===== src/rtl/ps2_rx_frontend.sv =====
// PS/2 device-to-host receive front end.
// Synchronises and deglitches kclk/kdata, decodes 11-bit frames (start, 8 data LSB-first,
// odd parity, stop) and shifts each good byte into a 32-bit history word.
// Optional macro PS2_PARITY_CHK_EN: when defined, a frame also needs odd parity to be accepted;
// when undefined, the parity bit is sampled but ignored and only the stop bit is checked.
module ps2_rx_frontend #(
    parameter int unsigned FILTER_LEN  = 8,
    parameter int unsigned TIMEOUT_CYC = 100000
) (
    input  logic        clk,
    input  logic        rst,
    input  logic        kclk,
    input  logic        kdata,
    output logic [31:0] keycodeout,
    output logic        newkeypress,
    output logic        frame_err,
    output logic        busy
);

    localparam int unsigned TO_W = $clog2(TIMEOUT_CYC + 1);
    localparam logic [7:0]      FCNT_LAST = 8'(FILTER_LEN - 1);
    localparam logic [TO_W-1:0] TO_LAST   = TO_W'(TIMEOUT_CYC - 1);

`ifdef PS2_PARITY_CHK_EN
    localparam bit PARITY_CHK = 1'b1;
`else
    localparam bit PARITY_CHK = 1'b0;
`endif

    typedef enum logic [1:0] {StIdle, StData, StParity, StStop} state_e;

    // Index 0 carries kclk, index 1 carries kdata.
    logic [1:0] meta_q;
    logic [1:0] sync_q;
    logic [1:0] filt_q;
    logic [7:0] fcnt_q [2];
    logic       kclk_prev_q;

    state_e          state_q;
    logic [2:0]      bitcnt_q;
    logic [7:0]      shreg_q;
    logic            parity_q;
    logic [TO_W-1:0] tocnt_q;

    logic fall;
    logic kdata_f;
    logic frame_ok;

    assign kdata_f = filt_q[1];
    assign fall    = kclk_prev_q & ~filt_q[0];

    // Parity is only enforced when the check is compiled in; otherwise just the stop bit matters.
    assign frame_ok = kdata_f & ((^{shreg_q, parity_q}) | ~PARITY_CHK);

    assign busy = (state_q != StIdle);

    // Two-flop synchroniser and per-pin run-length filter; a pin changes only after
    // FILTER_LEN consecutive cycles at the new level.
    always_ff @(posedge clk) begin
        if (rst) begin
            meta_q      <= 2'b11;
            sync_q      <= 2'b11;
            filt_q      <= 2'b11;
            fcnt_q[0]   <= '0;
            fcnt_q[1]   <= '0;
            kclk_prev_q <= 1'b1;
        end else begin
            meta_q      <= {kdata, kclk};
            sync_q      <= meta_q;
            kclk_prev_q <= filt_q[0];
            for (int i = 0; i < 2; i++) begin
                if (sync_q[i] == filt_q[i]) begin
                    fcnt_q[i] <= '0;
                end else if (fcnt_q[i] == FCNT_LAST) begin
                    filt_q[i] <= sync_q[i];
                    fcnt_q[i] <= '0;
                end else begin
                    fcnt_q[i] <= fcnt_q[i] + 8'd1;
                end
            end
        end
    end

    // Frame decoder FSM with registered pulse outputs and inactivity timeout.
    always_ff @(posedge clk) begin
        if (rst) begin
            state_q     <= StIdle;
            bitcnt_q    <= '0;
            shreg_q     <= '0;
            parity_q    <= 1'b0;
            tocnt_q     <= '0;
            keycodeout  <= '0;
            newkeypress <= 1'b0;
            frame_err   <= 1'b0;
        end else begin
            newkeypress <= 1'b0;
            frame_err   <= 1'b0;
            if (state_q == StIdle) begin
                tocnt_q <= '0;
                // A fall with kdata high is not a start bit; ignore it silently.
                if (fall && !kdata_f) begin
                    state_q  <= StData;
                    bitcnt_q <= '0;
                end
            end else if (fall) begin
                // A fall takes priority over a timeout landing in the same cycle.
                tocnt_q <= '0;
                case (state_q)
                    StData: begin
                        shreg_q  <= {kdata_f, shreg_q[7:1]};
                        bitcnt_q <= bitcnt_q + 3'd1;
                        if (bitcnt_q == 3'd7) begin
                            state_q <= StParity;
                        end
                    end
                    StParity: begin
                        parity_q <= kdata_f;
                        state_q  <= StStop;
                    end
                    StStop: begin
                        if (frame_ok) begin
                            keycodeout  <= {keycodeout[23:0], shreg_q};
                            newkeypress <= 1'b1;
                        end else begin
                            frame_err <= 1'b1;
                        end
                        state_q <= StIdle;
                    end
                    default: state_q <= StIdle;
                endcase
            end else if (tocnt_q == TO_LAST) begin
                state_q   <= StIdle;
                frame_err <= 1'b1;
                tocnt_q   <= '0;
            end else begin
                tocnt_q <= tocnt_q + 1'b1;
            end
        end
    end

endmodule


===== config.mk =====
export PLATFORM = sky130hd
export DESIGN_NAME = ps2_rx_frontend
export DESIGN_NICKNAME = d
export VERILOG_FILES = /design/src/rtl/ps2_rx_frontend.sv
export SDC_FILE = /design/constraint.sdc
export NUM_CORES = 1
export LEC_CHECK = 0
export BUFFER_PORTS_ARGS = -buffer_cell sky130_fd_sc_hd__buf_2
export CAP_MARGIN = 20
export CORE_AREA = 3 3 90 92
export CTS_BUF_LIST = sky130_fd_sc_hd__clkbuf_4
export DETAILED_ROUTE_END_ITERATION = 16
export DIE_AREA = 0 0 93 95
export GPL_TIMING_DRIVEN = 0
export PLACE_DENSITY = 0.68
export SYNTH_ARGS = -nofsm -noshare
export SYNTH_HDL_FRONTEND = slang
export SYNTH_SLANG_ARGS = --single-unit

===== constraint.sdc =====
create_clock -name clk -period 2.65 [get_ports clk]
set_clock_uncertainty 0.15 [all_clocks]
set_input_delay 0.1325 -clock clk [delete_from_list [all_inputs] [get_ports clk]]
set_output_delay 0.1325 -clock clk [all_outputs]
set_load 0.02 [all_outputs]

# [Word-level counts from Yosys, hierarchy flattened]
# Memory sizes are Yosys's and may differ from the RTL's.
# Cells that the tools add are included.
[word_totals] ff_bits=71 mem_bits_rw=16 inputBits=4 elab_cells=102 n_memories=1
[classes] add_sub_neg=4 eq_ne=11 n_mux=45 bitwise=13 reduce_logical=16
[memory_table] name="fcnt_q" depth=2 word_bits=8 rd=2 rd_clocked_by_memory_dff=0 write_ports=2 line_no="36" rtl="logic [7:0] fcnt_q [2];"
[op_table] operator="$mux W8" count=6
[op_table] operator="$mux W1" count=29
[op_table] operator="$add A17 B1 Y17 const B" count=1
[op_table] operator="$eq A17 B17 Y1 const B" count=1
[op_table] operator="$add A8 B1 Y8 const B" count=2
[op_table] operator="$eq A8 B3 Y1 const B" count=2
[op_table] operator="$mux W3" count=4
[op_table] operator="$mux W2" count=5
[op_table] operator="$reduce_and A3 Y1" count=3
[op_table] operator="$reduce_or A4 Y1" count=2
[op_table] operator="$not A1 Y1" count=6
[op_table] operator="$or A1 B1 Y1" count=6
[op_table] operator="$reduce_bool A2 Y1" count=3
[op_table] operator="$eq A2 B2 Y1 const B" count=2
[op_table] operator="$ne A4 B4 Y1 const B" count=1
[op_table] operator="$pmux W2 S2" count=1
[op_table] operator="$reduce_and A2 Y1" count=2
[op_table] operator="$reduce_and A4 Y1" count=1
[op_table] operator="$add A3 B1 Y3 const B" count=1
[op_table] operator="$eq A3 B3 Y1 const B" count=1
[op_table] operator="$reduce_bool A3 Y1" count=1
[op_table] operator="$eq A1 B1 Y1" count=2
[op_table] operator="$eq A2 B1 Y1 const B" count=1
[op_table] operator="$logic_not A2 Y1" count=1
[op_table] operator="other kinds (5)" count=5

# [Longest topological paths before layout]
# Gate-level depths: netlist of the first run.
[depth] ltp_word=7 ltp_mapped=8

# [Least setup slack after synthesis of the first run]
# OpenSTA, ideal clock, no wires.
[synth_path] path_kind="flip-flop to flip-flop" from="register state_q[0]" to="register tocnt_q[9]" setup_ps=62 t_arrival_ps=1727 required_time_ps=2438 slack_ps=711 path_stages_with_launch=8 path_buffers=3 period_less_slack_ps=1939 path_cell_list="dfxtp_1 inv_1 ha_1 clkbuf_1 or4_4 buf_6 buf_12 nor2_2"
[synth_via] elab_chain_cells=2
[synth_lines] item="start: declaration" line_no="39" rtl="state_e state_q;"
[synth_lines] item="start signal: assignment" line_no="87" rtl="state_q <= StIdle;"
[synth_lines] item="start signal: assignment" line_no="102" rtl="state_q <= StData;"
[synth_lines] item="start signal: assignment" line_no="113" rtl="state_q <= StParity;"
[synth_lines] item="$logic_not A2 Y1" line_no="98" rtl="if (state_q == StIdle) begin"
[synth_lines] item="$reduce_or A4 Y1 (no line)"
[synth_lines] item="end signal: assignment" line_no="136" rtl="tocnt_q <= tocnt_q + 1'b1;"
[synth_lines] item="end: declaration" line_no="43" rtl="logic [TO_W-1:0] tocnt_q;"
# Every way passes these cells.
# A chain may end at the register's enable or synchronous reset.

# [Final worst setup path of the first run]
[layout_path] from="register state_q[0]" to="register keycodeout[17]"
[layout_via] elab_chain_cells=3
[layout_lines] item="$logic_not A2 Y1" line_no="98"
[layout_lines] item="$not A1 Y1 (no line)"
[layout_lines] item="$reduce_and A4 Y1 (no line) (*)"
[layout_lines] item="end signal: assignment" line_no="122" rtl="keycodeout <= {keycodeout[23:0], shreg_q};"
[layout_lines] item="end: declaration" line_no="14" rtl="output logic [31:0] keycodeout,"
# Mark *: on every way between the ends. The rest lies on a longest branch, timed or not.

==> impl_metrics.env, run 1 <==
export IMPL_track_usage_pct=16.67
export IMPL_synth_ff_type="dfxtp_1"
export IMPL_first_global_vias=2612
export IMPL_drc=0
export IMPL_final_area_um2=4203
export IMPL_postLayoutCoreUtil_pct=57.64
export IMPL_critPathLaunch="state_q[0]"
export IMPL_wl_mm=6.987
export IMPL_clkLatencyLatePin_ns=0.43
export IMPL_setup_tns_ns=0
export IMPL_via_count=2834
export IMPL_setup_viol=0
export IMPL_place_ws_ns=0.3048
export IMPL_chipHeight_um=95
export IMPL_arrival_ns=2.56
export IMPL_rsz0062_at_grt="false"
export IMPL_grt_overflow_total=0
export IMPL_whs_path_depth=1
export IMPL_hpwl_mm=5.079
export IMPL_cp_common_cell="clkbuf_1"
export IMPL_cts_root_buf="clkbuf_4"
export IMPL_endpoint="keycodeout[17]"
export IMPL_end_kind="flip-flop"
export IMPL_placed_area_um2=4013
export IMPL_critical_path_class="reg -> reg"
export IMPL_drive_gt1_share_pct=16.53
export IMPL_required_ns=2.85
export IMPL_worst_path_max_delay_cell="nor3_1"
export IMPL_reg2reg_depth=7
export IMPL_htreeDepth=3
export IMPL_hp_class="reg -> reg"
export IMPL_dieArea_um2=8835
export IMPL_p_seq_share_pct=61.1
export IMPL_firstDrtPassIters=4
export IMPL_post_cts_resize_count=0
export IMPL_whs_ns=0.2705
export IMPL_placement_io_buffers=38
export IMPL_ys_top_cells_by_area="dfxtp_1, edfxtp_1, nand2_1, a21oi_1, xnor2_1"
export IMPL_cts_tree="built"
export IMPL_n_antenna_cell=0
export IMPL_path_clk_slew_ns=0.14
export IMPL_synth_top_area_share_pct=39.02
export IMPL_irDropWorstVdd_mv=0.3002
export IMPL_yosysSeqAreaShare_pct=52.22
export IMPL_syn2layout_area_growth_pct=15.39
export IMPL_sw_frac_of_total_pct=21.00
export IMPL_viasPerCell=4.963
export IMPL_worst_path_largest_cell_delay_ns=0.50
export IMPL_period_minus_slack_ns=2.360
export IMPL_r2r_end="keycodeout[17]"
export IMPL_worstReg2RegStart="state_q[0]"
export IMPL_grt_pass1_wl_mm=11.69
export IMPL_clockPowerShare_pct=36.7
export IMPL_clockBufferDepth=2
export IMPL_finalNetCount=480
export IMPL_cts_buffers_inserted=9
export IMPL_max_slew_margin_pct=65.70
export IMPL_post_drt_wl_per_cell_um=12.24
export IMPL_rows=31
export IMPL_yosysTopAreaCell="dfxtp_1"
export IMPL_synth_cells=400
export IMPL_synth_cell_type_count=40
export IMPL_netlist_area_um2=3642
export IMPL_synth_edf_count=16
export IMPL_tightestPinTransition_ns=0.5106
export IMPL_hold_violations=0
export IMPL_comb_power_share_pct=2.2
export IMPL_finalWorstSetupSlack_ns=0.2904
export IMPL_grt_max_degree=16
export IMPL_drt_iter0_drc=112
export IMPL_internal_power_w=0.001772
export IMPL_path_cells="inv_1 -> ha_1 -> clkbuf_1 -> nor3_1 -> clkbuf_1 -> nand2_1 -> a21oi_1"
export IMPL_r2r_slack_ns=0.29
export IMPL_maxCapViolations=0
export IMPL_status="finished, final reports clean"
export IMPL_power_switching_w=0.0004710
export IMPL_synthArstFlopShare_pct=0
export IMPL_die_x_um=93
export IMPL_p_per_area_nw_per_um2=533.7
export IMPL_initial_core_util_pct=49.95
export IMPL_crit_path_start_kind="flip-flop"
export IMPL_p_leak_nw=1.530
export IMPL_post_route_period_util_pct=89.04
export IMPL_drtAntennaViolNets=0
export IMPL_fmax_ghz=0.4238
export IMPL_cts_sinks=87
export IMPL_slew_violations=0
export IMPL_synth_warnings=0
export IMPL_gp_congestion=0.8386
export IMPL_synth_avg_cell_area_um2=9.106
export IMPL_antenna_found_initial=0
export IMPL_synth_seq_cells=87
export IMPL_core_area_um2=7292
export IMPL_crit_path_max_fanout=10
export IMPL_ios=39
==> kinds of logic (layout without fill, tap and decap cells) <==
logic type,count (synthesis),count (layout),share of synthesized area (%)
and+or+nand+nor,194,194,26.18
adders and majority gates,9,9,3.092
AOI/OAI and AO/OA,55,55,8.314
DFF,87,87,52.22
other,1,16,0.1030
buffers and inverters,26,83,3.366
xor gates and xnor gates,28,28,6.733
==> layout make-up <==
cell class              count  area [um^2]
plain buffers              18        92.59
clock buffers              10        75.07
clock inverters             6        85.08
fillers                   691         3089
inverters                   8        30.03
multi-input cells         302         1674
flip-flops and latches     87         1902
well taps                  99        123.9
repair buffers             41        220.2
==> critical path: cells and delay by family (launching register included) <==
family	cells	cell delay, ns
AOI/OAI and AO/OA	1	0.15
and+or+nand+nor	2	0.62
adders and majority gates	1	0.21
buffers and inverters	3	0.74
DFF	1	0.43
==> state kept, by name, indices dropped and copies added, names as in the netlist, 3 cells and up <==
| name | flops |
|---|---|
| fcnt_q | 16 |
| tocnt_q | 17 |
| keycodeout | 32 |
| shreg_q | 8 |
| bitcnt_q | 3 |
==> stage by stage <==
step | std cells | power (W)
finish | 571 | 0.002243
CTS | 571 | 0.002278
global route | 571 | 0.002329
floorplan | 415 | 0.001432
detailed placement | 552 | 0.001446
global placement | 552 | 0.001445
==> per-layer routing <==
metal  up-vias  wire length [um]  global-route usage, %
met5         -                 0                      0
met4         0                59                  6.471
met3         4               309                  4.303
met2        53              3471                  27.89
met1      1317              3147                  20.66
li1       1460                 -                      -
==> synth_stat cells, types with 2 or more instances <==
| cell | number |
|---|---|
| or3_1 | 4 |
| dfxtp_1 | 71 |
| edfxtp_1 | 16 |
| nor2b_1 | 4 |
| and4bb_1 | 2 |
| nor4_1 | 4 |
| clkbuf_1 | 15 |
| nand2b_1 | 5 |
| or2_2 | 8 |
| a211o_1 | 2 |
| inv_1 | 8 |
| nand3_1 | 13 |
| or4_1 | 2 |
| a21oi_1 | 44 |
| a22oi_1 | 2 |
| xnor2_1 | 16 |
| nor2_2 | 3 |
| nand4_1 | 6 |
| nor2_4 | 7 |
| and3_1 | 4 |
| nor2_1 | 32 |
| nand2_1 | 89 |
| o21ai_0 | 2 |
| nor3_1 | 6 |
| xor2_1 | 12 |
| ha_1 | 9 |
==> power by group through the flow <==
stage	combinational [W]	clock (W)	sequential, W
after detailed placement	0.0000460	0	0.00140
after CTS	0.0000498	0.000857	0.00137
after floorplan	0.0000349	0	0.00140
final	0.0000498	0.000822	0.00137
after global placement	0.0000454	0	0.00140
after global routing	0.0000574	0.000898	0.00137
==> placed cells by master (no fill, tap or decap), types with 2 or more instances in the layout <==
cell	n
or3_1	4
a211o_1	2
clkinv_2	2
xnor2_1	16
or2_2	8
and3_1	4
inv_1	8
nor2_4	7
nor2b_1	4
a21oi_1	44
buf_2	39
and4bb_1	2
dfxtp_1	71
ha_1	9
nand2_1	89
nor3_1	6
xor2_1	12
or4_1	2
nand2b_1	5
nor2_1	32
clkbuf_4	10
o21ai_0	2
nor2_2	3
nand3_1	13
dlygate4sd3_1	3
conb_1	16
bufinv_16	2
edfxtp_1	16
clkbuf_1	15
nand4_1	6
a22oi_1	2
nor4_1	4
==> how the worst min path moves through the flow <==
stage | start | end | slack (ns)
6_report | meta_q[1] | sync_q[1] | 0.27
5_1_grt | kdata | meta_q[1] | 0.27
4_1_cts | kclk | meta_q[0] | 0.25
3_5_place_dp | kclk | meta_q[0] | 0.17
3_3_place_gp | kclk | meta_q[0] | 0.17
2_1_floorplan | kclk | meta_q[0] | 0.09
==> timing repair <==
action	CTS	global route
hold buffers	3	0
endpoints found under the hold margin	9	0
buffers inserted	0	0
(Power assumes the default switching activity.)
==> run 2: changes to the inputs <==
--- a/config.mk
+++ b/config.mk
@@ -5,7 +5,7 @@
 export SDC_FILE = /design/constraint.sdc
 export NUM_CORES = 1
 export LEC_CHECK = 0
-export BUFFER_PORTS_ARGS = -buffer_cell sky130_fd_sc_hd__buf_2
+export BUFFER_PORTS_ARGS = -buffer_cell sky130_fd_sc_hd__buf_4
 export CAP_MARGIN = 20
 export CORE_AREA = 3 3 90 92
 export CTS_BUF_LIST = sky130_fd_sc_hd__clkbuf_4
==> impl_metrics.env, run 2 (synthesis results as in run 1) <==
export IMPL_antenna_found_initial=0
export IMPL_hold_violations=0
export IMPL_gp_congestion=0.8516
export IMPL_hp_class="reg -> reg"
export IMPL_initial_core_util_pct=49.95
export IMPL_core_area_um2=7292
export IMPL_largest_reg_flops=32
export IMPL_grt_pass1_wl_mm=12.01
export IMPL_crit_buf_inv=3
export IMPL_critical_path_class="reg -> reg"
export IMPL_arrival_ns=2.55
export IMPL_place_ws_ns=0.3495
export IMPL_met3WireLength_um=177
export IMPL_worst_path_largest_cell_delay_ns=0.50
export IMPL_dieArea_um2=8835
export IMPL_comb_power_share_pct=2.3
export IMPL_sw_frac_of_total_pct=21.08
export IMPL_path_clk_slew_ns=0.13
export IMPL_post_route_period_util_pct=89.05
export IMPL_clkLatencyLatePin_ns=0.40
export IMPL_p_seq_share_pct=60.6
export IMPL_post_cts_resize_count=0
export IMPL_setup_viol=0
export IMPL_period_minus_slack_ns=2.360
export IMPL_drt_iter0_drc=171
export IMPL_p_per_area_nw_per_um2=526.2
export IMPL_required_ns=2.84
export IMPL_viasPerCell=4.961
export IMPL_dr_max_layer_used="met4"
export IMPL_power_switching_w=0.0004770
export IMPL_syn2layout_area_growth_pct=18.07
export IMPL_status="finished, final reports clean"
export IMPL_met2WireLength_mm=3.317
export IMPL_worstReg2RegStart="state_q[0]"
export IMPL_cp_common_cell="clkbuf_1"
export IMPL_path_cells="inv_1 -> ha_1 -> clkbuf_1 -> nor3_1 -> clkbuf_1 -> nand2_1 -> a21oi_1"
export IMPL_layout_commonest_cell="nand2_1"
export IMPL_drc=0
export IMPL_n_antenna_cell=0
export IMPL_internal_power_w=0.001786
export IMPL_drtAntennaViolNets=0
export IMPL_final_cell_mix="nand2_1, dfxtp_1, a21oi_1"
export IMPL_whs_ns=0.2754
export IMPL_worst_path_max_delay_cell="nor3_1"
export IMPL_cts_sinks=87
export IMPL_first_global_vias=2615
export IMPL_fmax_ghz=0.4238
export IMPL_clockPowerShare_pct=37.1
export IMPL_critPathTopFamily="buffers and inverters"
export IMPL_setup_tns_ns=0
export IMPL_tightestPinTransition_ns=0.5429
export IMPL_max_slew_margin_pct=63.81
export IMPL_top_register="keycodeout"
export IMPL_wl_mm=7.075
export IMPL_post_cts_buffers=0
export IMPL_drive_gt1_share_pct=16.31
export IMPL_via_count=2833
export IMPL_slew_violations=0
export IMPL_finalNetCount=480
export IMPL_clockBufferDepth=2
export IMPL_rsz0062_at_grt="false"
export IMPL_finalWorstSetupSlack_ns=0.2901
export IMPL_htreeDepth=3
export IMPL_cts_root_buf="clkbuf_4"
export IMPL_maxCapViolations=0
export IMPL_final_area_um2=4300
export IMPL_irDropWorstVdd_mv=0.2958
export IMPL_placement_io_buffers=38
export IMPL_ios=39
export IMPL_crit_path_start_kind="flip-flop"
export IMPL_cts_buffers_inserted=9
export IMPL_post_drt_wl_per_cell_um=12.39
export IMPL_end_kind="flip-flop"
export IMPL_firstDrtPassIters=4
export IMPL_chipHeight_um=95
export IMPL_track_usage_pct=16.93
export IMPL_reg_top3="keycodeout (32), tocnt_q (17), fcnt_q (16)"
export IMPL_met1_length_mm=3.518
export IMPL_cts_tree="built"
export IMPL_placed_area_um2=4108
export IMPL_critPathLaunch="state_q[0]"
export IMPL_die_x_um=93
export IMPL_p_leak_nw=1.522
export IMPL_hp_start="meta_q[1]"
export IMPL_crit_path_max_fanout=10
export IMPL_grt_overflow_total=0
export IMPL_hpwl_mm=5.049
export IMPL_grt_max_degree=15
export IMPL_rows=31
[run 2: metrics by stage]
| stage | total power [W] | util [%] | std cells |
|---|---|---|---|
| after floorplan | 0.001432 | - | 415 |
| after global placement | 0.001447 | 56.33 | 552 |
| after detailed placement | 0.001447 | 56.33 | 552 |
| after CTS | 0.002280 | 58.97 | 571 |
| after global routing | 0.002341 | 58.97 | 571 |
| final | 0.002263 | 58.97 | 571 |
[run 2: repair_timing]
| action | 4_1_cts | 5_1_grt |
|---|---|---|
| setup endpoints to repair | 0 | 0 |
| endpoints found under the hold margin | 9 | 0 |
| hold buffers | 3 | 0 |
[run 2: worst paths after layout]
| path | slack (ns) | end | cells after the start |
|---|---|---|---|
| max | 0.29 | keycodeout[17] | 7 |
| min | 0.28 | sync_q[1] | 1 |
| max reg2reg | 0.29 | keycodeout[17] | 7 |
| min reg2reg | 0.28 | sync_q[1] | 1 |
[run 2: area by class of cell]
cell class | instances | area, um^2
fillers | 705 | 2992
clock inverters | 5 | 80.08
repair buffers | 41 | 315.3
clock buffers | 11 | 82.58
inverters | 8 | 30.03
well taps | 99 | 123.9
plain buffers | 18 | 92.59
multi-input cells | 302 | 1674
flip-flops and latches | 87 | 1902
[run 2: power groups by stage]
stage,Combinational (W),Sequential (W),Clock [W]
2_1_floorplan,0.0000349,0.00140,0
3_3_place_gp,0.0000468,0.00140,0
3_5_place_dp,0.0000468,0.00140,0
4_1_cts,0.0000509,0.00137,0.000858
5_1_grt,0.0000585,0.00137,0.000909
6_report,0.0000511,0.00137,0.000841
[run 2: layer usage]
metal	vias to the layer above	GRT usage, %
met1	1331	23.75
li1	1464	-
met2	33	26.21
met3	5	2.948
met5	-	0
met4	0	6.349
